**config.mk**
```make
export PLATFORM = sky130hd
export DESIGN_NAME = l1b_yanitlayici
export DESIGN_NICKNAME = d
export VERILOG_FILES = /design/src/rtl/l1b_yanitlayici_pkg.sv /design/src/rtl/l1b_yanitlayici_fifo.sv /design/src/rtl/l1b_yanitlayici.sv
export SDC_FILE = /design/constraint.sdc
export NUM_CORES = 1
export LEC_CHECK = 0
export CORE_MARGIN = 4
export CORE_UTILIZATION = 35
export DETAILED_ROUTE_END_ITERATION = 7
export PLACE_DENSITY = 0.65
export SYNTH_ARGS = -nofsm -noshare
export SYNTH_HDL_FRONTEND = slang
export SYNTH_SLANG_ARGS = --single-unit
```
**constraint.sdc**
```tcl
create_clock -name clk_i -period 3.2 [get_ports clk_i]
set_clock_uncertainty 0.2 [all_clocks]
set_input_delay 0.64 -clock clk_i [delete_from_list [all_inputs] [get_ports clk_i]]
set_output_delay 0.64 -clock clk_i [all_outputs]
set_load 0.01 [all_outputs]
```
**src/rtl/l1b_yanitlayici_pkg.sv**
```systemverilog
// Shared constants and helpers for the L1 instruction fetch responder.
//   PS_BIT / VERI_BIT : fetch address and instruction block widths
//   HIGH / LOW        : single-bit logic levels
//   kelime_hizala()   : clears the byte offset of a fetch address
package l1b_yanitlayici_pkg;

  localparam int unsigned PS_BIT   = 32;
  localparam int unsigned VERI_BIT = 32;

  localparam logic HIGH = 1'b1;
  localparam logic LOW  = 1'b0;

  localparam logic [PS_BIT-1:0] HIZA_MASKE = PS_BIT'(32'hFFFF_FFFC);

  // Word-align a fetch address
  function automatic logic [PS_BIT-1:0] kelime_hizala(input logic [PS_BIT-1:0] ps);
    return ps & HIZA_MASKE;
  endfunction

endpackage

```
**src/rtl/l1b_yanitlayici_fifo.sv**
```systemverilog
// In-order response buffer between memory and the second fetch stage.
//   clk_i, rstn_i     : clock, async active-low reset
//   yaz_i, yaz_veri_i : enqueue strobe and data
//   oku_i             : dequeue strobe (ignored when empty)
//   oku_veri_o        : head entry, driven straight from storage flops
//   dolu_o, bos_o     : full / empty flags
module yanit_fifo #(
  parameter int unsigned DERINLIK = 4,
  parameter int unsigned VERI_BIT = 32
) (
  input  logic                clk_i,
  input  logic                rstn_i,
  input  logic                yaz_i,
  input  logic [VERI_BIT-1:0] yaz_veri_i,
  input  logic                oku_i,
  output logic [VERI_BIT-1:0] oku_veri_o,
  output logic                dolu_o,
  output logic                bos_o
);

  localparam int unsigned AW = $clog2(DERINLIK);

  logic [AW:0]         r_yaz_ptr;
  logic [AW:0]         r_oku_ptr;
  logic [VERI_BIT-1:0] r_bellek [DERINLIK];
  logic                w_yaz;
  logic                w_oku;

  // Pointers carry an extra wrap bit so full and empty are distinguishable
  assign bos_o  = (r_yaz_ptr == r_oku_ptr);
  assign dolu_o = (r_yaz_ptr[AW] != r_oku_ptr[AW]) &&
                  (r_yaz_ptr[AW-1:0] == r_oku_ptr[AW-1:0]);

  // Full plus dequeue frees the slot being written this cycle
  assign w_oku = oku_i && !bos_o;
  assign w_yaz = yaz_i && (!dolu_o || w_oku);

  assign oku_veri_o = r_bellek[r_oku_ptr[AW-1:0]];

  // Pointer and storage update
  always_ff @(posedge clk_i or negedge rstn_i) begin
    if (!rstn_i) begin
      r_yaz_ptr <= '0;
      r_oku_ptr <= '0;
      for (int i = 0; i < int'(DERINLIK); i++) begin
        r_bellek[i] <= '0;
      end
    end else begin
      if (w_yaz) begin
        r_bellek[r_yaz_ptr[AW-1:0]] <= yaz_veri_i;
        r_yaz_ptr                   <= r_yaz_ptr + (AW+1)'(1);
      end
      if (w_oku) begin
        r_oku_ptr <= r_oku_ptr + (AW+1)'(1);
      end
    end
  end

endmodule

```
**src/rtl/l1b_yanitlayici.sv**
```systemverilog
// L1 instruction fetch responder: accepts fetch addresses from the first
// fetch stage, issues word-aligned memory reads, buffers the in-order memory
// data and returns one instruction block per accepted request.
//   clk_i, rstn_i                    : clock, async active-low reset
//   g1_istek_*                       : fetch request (address, valid, ready)
//   g2_buyruk_*                      : instruction block to the second stage
//   bellek_adres_o / bellek_istek_*  : memory read request
//   bellek_veri_i / bellek_yanit_*   : memory read data, in order, no backpressure
//   hata_o                           : sticky protocol-error flag
module l1b_yanitlayici
  import l1b_yanitlayici_pkg::*;
#(
  parameter int unsigned YANIT_DERINLIK      = 4,
  parameter int unsigned BELLEK_GECIKME_MAKS = 0
) (
  input  logic                clk_i,
  input  logic                rstn_i,
  input  logic [PS_BIT-1:0]   g1_istek_ps_i,
  input  logic                g1_istek_gecerli_i,
  output logic                g1_istek_hazir_o,
  output logic [VERI_BIT-1:0] g2_buyruk_o,
  output logic                g2_buyruk_gecerli_o,
  input  logic                g2_buyruk_hazir_i,
  output logic [PS_BIT-1:0]   bellek_adres_o,
  output logic                bellek_istek_gecerli_o,
  input  logic                bellek_istek_hazir_i,
  input  logic [VERI_BIT-1:0] bellek_veri_i,
  input  logic                bellek_yanit_gecerli_i,
  output logic                hata_o
);

  localparam int unsigned          KREDI_BIT  = $clog2(YANIT_DERINLIK) + 1;
  localparam logic [KREDI_BIT-1:0] KREDI_MAKS = KREDI_BIT'(YANIT_DERINLIK);

  logic [KREDI_BIT-1:0] r_kredi;
  logic [KREDI_BIT-1:0] r_bekleyen;
  logic [PS_BIT-1:0]    r_adres;
  logic                 r_istek_gecerli;
  logic                 r_hata;

  logic w_kabul;
  logic w_bellek_el;
  logic w_tuketim;
  logic w_sahte;
  logic w_yaz;
  logic w_fifo_bos;
  logic w_fifo_dolu;
  logic w_fifo_tasma;
  logic w_kredi_hata;
  logic w_zaman_asimi;

  // Credit bounds everything in flight, so the buffer can always absorb the data
  assign g1_istek_hazir_o = rstn_i && (r_kredi < KREDI_MAKS) &&
                            (!r_istek_gecerli || bellek_istek_hazir_i);

  assign w_kabul     = g1_istek_gecerli_i && g1_istek_hazir_o;
  assign w_bellek_el = r_istek_gecerli && bellek_istek_hazir_i;
  assign w_tuketim   = !w_fifo_bos && g2_buyruk_hazir_i;

  // A beat with no read outstanding is dropped and flagged
  assign w_sahte = bellek_yanit_gecerli_i && (r_bekleyen == '0);
  assign w_yaz   = bellek_yanit_gecerli_i && !w_sahte;

  assign w_fifo_tasma = w_yaz && w_fifo_dolu && !w_tuketim;
  assign w_kredi_hata = (w_kabul && !w_tuketim && (r_kredi == KREDI_MAKS)) ||
                        (w_tuketim && !w_kabul && (r_kredi == '0));

  assign bellek_adres_o         = r_adres;
  assign bellek_istek_gecerli_o = r_istek_gecerli;
  assign g2_buyruk_gecerli_o    = !w_fifo_bos;
  assign hata_o                 = r_hata;

  // Memory request register; reloads back-to-back on accept during a handshake
  always_ff @(posedge clk_i or negedge rstn_i) begin
    if (!rstn_i) begin
      r_adres         <= '0;
      r_istek_gecerli <= LOW;
    end else if (w_kabul) begin
      r_adres         <= kelime_hizala(g1_istek_ps_i);
      r_istek_gecerli <= HIGH;
    end else if (w_bellek_el) begin
      r_istek_gecerli <= LOW;
    end
  end

  // Credit: accepted requests not yet consumed by the second stage
  always_ff @(posedge clk_i or negedge rstn_i) begin
    if (!rstn_i) begin
      r_kredi <= '0;
    end else if (!w_kredi_hata) begin
      if (w_kabul && !w_tuketim) begin
        r_kredi <= r_kredi + KREDI_BIT'(1);
      end else if (w_tuketim && !w_kabul) begin
        r_kredi <= r_kredi - KREDI_BIT'(1);
      end
    end
  end

  // Memory reads handed over but not yet answered
  always_ff @(posedge clk_i or negedge rstn_i) begin
    if (!rstn_i) begin
      r_bekleyen <= '0;
    end else if (w_bellek_el && !w_yaz) begin
      r_bekleyen <= r_bekleyen + KREDI_BIT'(1);
    end else if (w_yaz && !w_bellek_el) begin
      r_bekleyen <= r_bekleyen - KREDI_BIT'(1);
    end
  end

  // Optional watchdog on memory response latency
  if (BELLEK_GECIKME_MAKS > 0) begin : g_zaman
    localparam int unsigned          SAYAC_BIT = $clog2(BELLEK_GECIKME_MAKS + 1);
    localparam logic [SAYAC_BIT-1:0] SINIR     = SAYAC_BIT'(BELLEK_GECIKME_MAKS);

    logic [SAYAC_BIT-1:0] r_bekleme;

    // Cycles waited since the last beat while reads are outstanding
    always_ff @(posedge clk_i or negedge rstn_i) begin
      if (!rstn_i) begin
        r_bekleme <= '0;
      end else if ((r_bekleyen == '0) || bellek_yanit_gecerli_i) begin
        r_bekleme <= '0;
      end else if (r_bekleme != SINIR) begin
        r_bekleme <= r_bekleme + SAYAC_BIT'(1);
      end
    end

    assign w_zaman_asimi = (r_bekleyen != '0) && !bellek_yanit_gecerli_i &&
                           (r_bekleme == SINIR);
  end else begin : g_zaman_yok
    assign w_zaman_asimi = LOW;
  end

  // Sticky error flag, cleared only by reset
  always_ff @(posedge clk_i or negedge rstn_i) begin
    if (!rstn_i) begin
      r_hata <= LOW;
    end else if (w_sahte || w_kredi_hata || w_fifo_tasma || w_zaman_asimi) begin
      r_hata <= HIGH;
    end
  end

  yanit_fifo #(
    .DERINLIK (YANIT_DERINLIK),
    .VERI_BIT (VERI_BIT)
  ) u_yanit_fifo (
    .clk_i      (clk_i),
    .rstn_i     (rstn_i),
    .yaz_i      (w_yaz),
    .yaz_veri_i (bellek_veri_i),
    .oku_i      (w_tuketim),
    .oku_veri_o (g2_buyruk_o),
    .dolu_o     (w_fifo_dolu),
    .bos_o      (w_fifo_bos)
  );

endmodule

```
==> reports/qor.yml <==
sta:
  slew_headroom_pct: 34.1
  tns_ps: 0
  fmax_ghz: 0.323
  tightest_slew_ps: 988
  hold_viol_final: 0
  period_share_pct: 96.6
  slew_violations: 0
  finalSetupViolCount: 0
  min_period_ps: 3090
  rsz0062_at_grt: "no"
critical_path:
  regToRegSetupSlack_ps: 350
  r2r-start: "u_yanit_fifo.r_yaz_ptr[0]"
  cp_data_required_time_ps: 2360
  worstReg2RegEnd: "r_kredi[2]"
  rr_worst_depth: 9
  path_class: "flop to output port"
  arrival_ps: 2250
  critPathLaunchType: "flop"
  cp_max_fo: 34
  endpoint_kind: "output port"
grt:
  grt_pass1_vias: 5158
  grtUsageTotal_pct: 14.2
  grt_start_max_net_pins: 173
  grt_first_pass_wirelength_um: 28600
  grt-ovfl-total: 0
  antenna_found_initial: 0
routing:
  finalWirelength_um: 17400
  drcViolationCount: 0
  dr.pass1.iters: 4
  wl_per_cell_um: 19.8
  ant_nets: 0
  vias: 4286
  drt-initial-drc-count: 188
  avgViaCountPerCell: 4.86
final_layout:
  final_cell_mix: "dfrtp_1, clkdlybuf4s50_1, mux2_4"
  syn2layout_area_growth_pct: 28.4
  layout.nets: 668
  n_antenna_cell: 0
  drive_above_1_share_pct: 41.1
  final_common_cell: "dfrtp_1"
  stdcell_count: 881
synth:
  synth_cells: 448
  ys_seq_area_share_pct: 53.9
  synth_area_sq_mm: 0.00798
  avgSynthCellArea_sq_um: 17.8
  yosys_register_bits: 172
  synth_async_sr_flop_share_pct: 100
  post_synth_num_cell_types: 34
  ys.flop_type: "dfrtp_1"
  synth_warnings: 0
  synth-edff-count: 0
place:
  port_buffers: 133
  dp_cells: 849
  place_congestion: 0.689
  place.detailed.hpwl_um: 11000
status:
  status: "finished clean"
clock_tree:
  clkTransAtPathRegs_ps: 60
  numCtsBuffers: 17
  htreeDepth: 4
  clockBufferDepth: 2
  clock_latency_ps: 420
  root_buffer: "clkbuf_16"
  numClockSinks: 172
  hold_buffers: 0
  cts_tree: "done"
floorplan:
  die-area_sq_mm: 0.0253
  core_sq_mm: 0.0222
  rows: 54
  initial_utilization_pct: 36.0
  ios: 138
  die_w_um: 159
  die_h_um: 159
flow_run:
  drv_cap: 0
pwr:
  ir_drop_v: 0.000407
  p_leak_nw: 4.69
  power.density_mw_per_mm2: 1150
worst_hold_path:
  hold_path_class: "primary input to async pin"
[cells in the mapped netlist (2+ instances only)]
cell type  count  area share, %
nand2_1        4           0.19
mux2_2        43            6.1
buf_6         12            1.7
dfrtp_1      172             54
buf_1          3           0.14
a31oi_1        2           0.16
nor2_1         2          0.094
a21oi_1        2           0.13
nand2_4        4           0.56
clkbuf_1       3           0.14
buf_2          4           0.25
buf_4          3           0.28
xor2_1         5           0.55
ha_1           8            1.3
nor3_1         2           0.13
fa_1           2           0.50
mux4_2        32            9.0
xnor2_2        2           0.41
inv_1          7           0.33
xnor2_1        4           0.44
mux2_4       119             22
[flip-flops by register name, indices dropped and copies added, names as in the netlist]
name	flops
u_yanit_fifo.r_bellek	128
r_kredi	3
bellek_istek_gecerli_o	1
r_bekleyen	3
u_yanit_fifo.r_yaz_ptr	3
bellek_adres_o	30
u_yanit_fifo.r_oku_ptr	3
hata_o	1
[how the worst max path moves through the flow]
stage | from | endpoint | slack [ps] | cells past startpoint
CTS | u_yanit_fifo.r_oku_ptr[0] | g2_buyruk_o[25] | 70 | 3
detailed placement | bellek_istek_hazir_i | r_kredi[1] | 120 | 10
global placement | bellek_istek_hazir_i | r_kredi[2] | 210 | 11
floorplan | bellek_istek_hazir_i | r_kredi[2] | 270 | 11
finish | u_yanit_fifo.r_oku_ptr[1] | g2_buyruk_o[19] | 110 | 3
global route | u_yanit_fifo.r_oku_ptr[0] | g2_buyruk_o[7] | 10 | 3
[what timing repair did]
action,4_1_cts,5_1_grt
resized for setup,1,1
endpoints found under the setup margin,7,2
buffers inserted,0,0
cloned,0,0
[critical path, stage by stage, from the launching register on]
cell             delay (ps)
dfrtp_2                 380
buf_4                   490
mux4_2                  440
clkdlybuf4s50_1         500
[cell type report]
cell class	instances	area, sq um
Clock buffer	20	447
Clock inverter	12	184
Fill cell	1896	11900
Inverter	7	26.3
Multi-Input combinational cell	245	3460
Sequential cell	172	4310
Tap cell	280	350
Timing Repair Buffer	145	1480
[cells by family (layout without fill, tap and decap cells)]
logic type,Yosys count,in the layout,synth area share (%)
and+or+nand+nor,17,17,1.38
muxes,195,195,37.6
buffers and inverters,32,184,2.84
adders and majority gates,10,10,1.76
other,1,2,0.0470
DFF,172,172,53.9
AOI/OAI and AO/OA,10,10,1.07
xor gates and xnor gates,11,11,1.39
[report_power, final]
part           switching, mW  total (mW)  internal (mW)
Sequential             0.673        3.97           3.30
Clock                  0.883        2.22           1.34
Combinational           2.00        5.59           3.59
Total                   3.56        11.8           8.23
[layer usage]
metal	share of wire [%]	vias up	track usage [%]
met5	0	-	0
met4	1.2	0	3.83
met3	5.3	16	4.63
met2	50	104	23.7
met1	43	2257	17.7
li1	-	1909	-
[stage by stage]
stage,utilization [%],area (sq um),hold slack (ps),setup slack (ps),power (mW)
final,46.3,10200,160,108,11.8
after CTS,46.2,10200,257,67.9,11.9
after detailed placement,43.4,9610,267,124,9.63
after global placement,43.4,9610,272,207,9.42
after global routing,46.3,10200,306,11.3,12.4
after floorplan,-,7990,144,271,7.48
(Power assumes the default switching activity.)
==> variant (same settings) <==
Make the reset (`rstn_i`) synchronous in 6 clocked blocks. Comments in the files are not updated.
--- a/src/rtl/l1b_yanitlayici_fifo.sv
+++ b/src/rtl/l1b_yanitlayici_fifo.sv
@@ -40,3 +40,3 @@
   // Pointer and storage update
-  always_ff @(posedge clk_i or negedge rstn_i) begin
+  always_ff @(posedge clk_i) begin
     if (!rstn_i) begin
--- a/src/rtl/l1b_yanitlayici.sv
+++ b/src/rtl/l1b_yanitlayici.sv
@@ -73,3 +73,3 @@
   // Memory request register; reloads back-to-back on accept during a handshake
-  always_ff @(posedge clk_i or negedge rstn_i) begin
+  always_ff @(posedge clk_i) begin
     if (!rstn_i) begin
@@ -86,3 +86,3 @@
   // Credit: accepted requests not yet consumed by the second stage
-  always_ff @(posedge clk_i or negedge rstn_i) begin
+  always_ff @(posedge clk_i) begin
     if (!rstn_i) begin
@@ -99,3 +99,3 @@
   // Memory reads handed over but not yet answered
-  always_ff @(posedge clk_i or negedge rstn_i) begin
+  always_ff @(posedge clk_i) begin
     if (!rstn_i) begin
@@ -117,3 +117,3 @@
     // Cycles waited since the last beat while reads are outstanding
-    always_ff @(posedge clk_i or negedge rstn_i) begin
+    always_ff @(posedge clk_i) begin
       if (!rstn_i) begin
@@ -134,3 +134,3 @@
   // Sticky error flag, cleared only by reset
-  always_ff @(posedge clk_i or negedge rstn_i) begin
+  always_ff @(posedge clk_i) begin
     if (!rstn_i) begin
Formal check against the unedited RTL: differs if rstn_i is asserted again (counterexample within 4 cycles, from zero or initial values and one cycle with rstn_i low); with rstn_i held inactive, the same outputs for 4 cycles.
==> variant against the unedited design <==
Synthesized area down 1.8%; sequential cell count increased by 2; worst setup slack better by 0.12 ns; hold slack improved by 0.11 ns; final area down 1.7%; maximum frequency increased by 4.0%; routed wire length rose by 7.7%.
Power is not compared: it rests on default switching activity, and its combinational part moved more than twofold at a synthesized area within 25%.
==> variant: results (changes against the unedited design) <==
[timing]
final.period_utilization=0.929  ; -0.0370
holdWs_ns=0.272  ; +0.112 ns
relSlewSlack=0.491  ; +0.149

[layout]
nonClkBufAreaFrac=0.154  ; +0.00965
clkbuf_count=18  ; -10%
drive_above_1_share=0.177  ; -0.234
final_area_um2=10100  ; -1.7%
largest_reg_flops=128  ; unchanged
seq_share=0.473  ; +0.0532
fill_cells=1985  ; +4.7%
clk_share=0.0549  ; -0.00661
num-multi-input-gates=366  ; +49%
n_all_buffers=158  ; +9.0%
multi_input_area_share=0.280  ; -0.0576
fin_nets=803  ; +20%
inverters=9  ; +2

[placed_design]
dp_hpwl_um=11800  ; +7.0%
place.gp.congestion=0.730  ; +5.9%
placed_area_um2=9520  ; -0.98%
place_inst=987  ; +16%
pre_cts_ws_ns=0.278  ; +0.154 ns

[drt]
drtIter0Drc=246  ; +31%
routed_wl_um=18800  ; +7.7%
vias=5383  ; +26%
vias_per_cell=5.28  ; +8.6%

[setup_path]
ff2ff_path_depth=4  ; -5
ff2ff_setup_slack_ns=0.54  ; +0.19 ns
r2r-start=u_yanit_fifo.r_yaz_ptr[1]
cp_data_arrival_time_ns=2.13  ; -0.12 ns
rr_endpoint=u_yanit_fifo.r_bellek[2][6]
critical_path.max_fanout=32  ; -5.9%

[global_routing]
grt_max_degree=53  ; -69%
grt_usage=0.153  ; +0.0115
antenna_found_initial=1  ; +1
grt_pass1_wl_um=29400  ; +3.0%
grt_pass1_vias=5530  ; +7.2%

[power_and_ir_drop]
p_leak_nw=3.35
ir_drop_mv=0.417
comb_cell_power_w=0.00248

[synth]
syn_inst=611  ; +36%
synth_largest_area_cell=edfxtp_1
synth-seq-cells=174  ; +1.2%
synthTopCellsByArea=edfxtp_1 (49%), dfxtp_1 (12%), mux4_2 (9.2%)
synth_edf_count=128  ; +128
ys_seq_area_frac=0.608  ; +0.0689
syn_area_per_cell_um2=12.8  ; -28%
async_flop_share=0  ; -1.00
synth.distinct_cells=41  ; +21%
yosys_warnings=0  ; unchanged
ys_top_cells_by_count=edfxtp_1 (128), nor3_1 (68), dfxtp_1 (46), nand2_1 (43), clkbuf_1 (37)
synthFlopType=edfxtp_1

[worst_hold_path]
hp-class=reg2reg
hp-start=bellek_adres_o[11]
hold_depth=2

[clocking]
clk_pin_slew_worst_paths_ns=0.07
cts-resized-gates=0  ; -1
post-cts-setup-buffers=0  ; unchanged

[run_status]
status=completed

-- variant: worst max-delay path, cell delays in order (launching register included) --
cell             delay (ns)
dfxtp_2                0.34
buf_12                 0.27
mux4_2                 0.58
clkdlybuf4s50_1        0.50
-- variant: cells by family (layout without fill, tap and decap cells) --
| kind of cell | Yosys count | count (layout) | share of synthesized area |
|---|---|---|---|
| other | 1 | 2 | 0.000479 |
| multiplexers | 42 | 42 | 0.105 |
| buffers and inverters | 72 | 199 | 0.0415 |
| flip-flops | 174 | 174 | 0.608 |
| AND/OR/NAND/NOR | 226 | 226 | 0.158 |
| XOR/XNOR | 7 | 7 | 0.00783 |
| adder cells (fa/ha/maj) | 7 | 7 | 0.0131 |
| AO/OA/AOI/OAI | 82 | 82 | 0.0661 |
-- variant: metal layers --
layer  vias to the layer above  wire length [um]  GRT usage
li1                       2562                 -          -
met1                      2611              7540      0.184
met2                       187              9120      0.257
met3                        21              1870     0.0593
met4                         2               245     0.0455
met5                         -                14          0
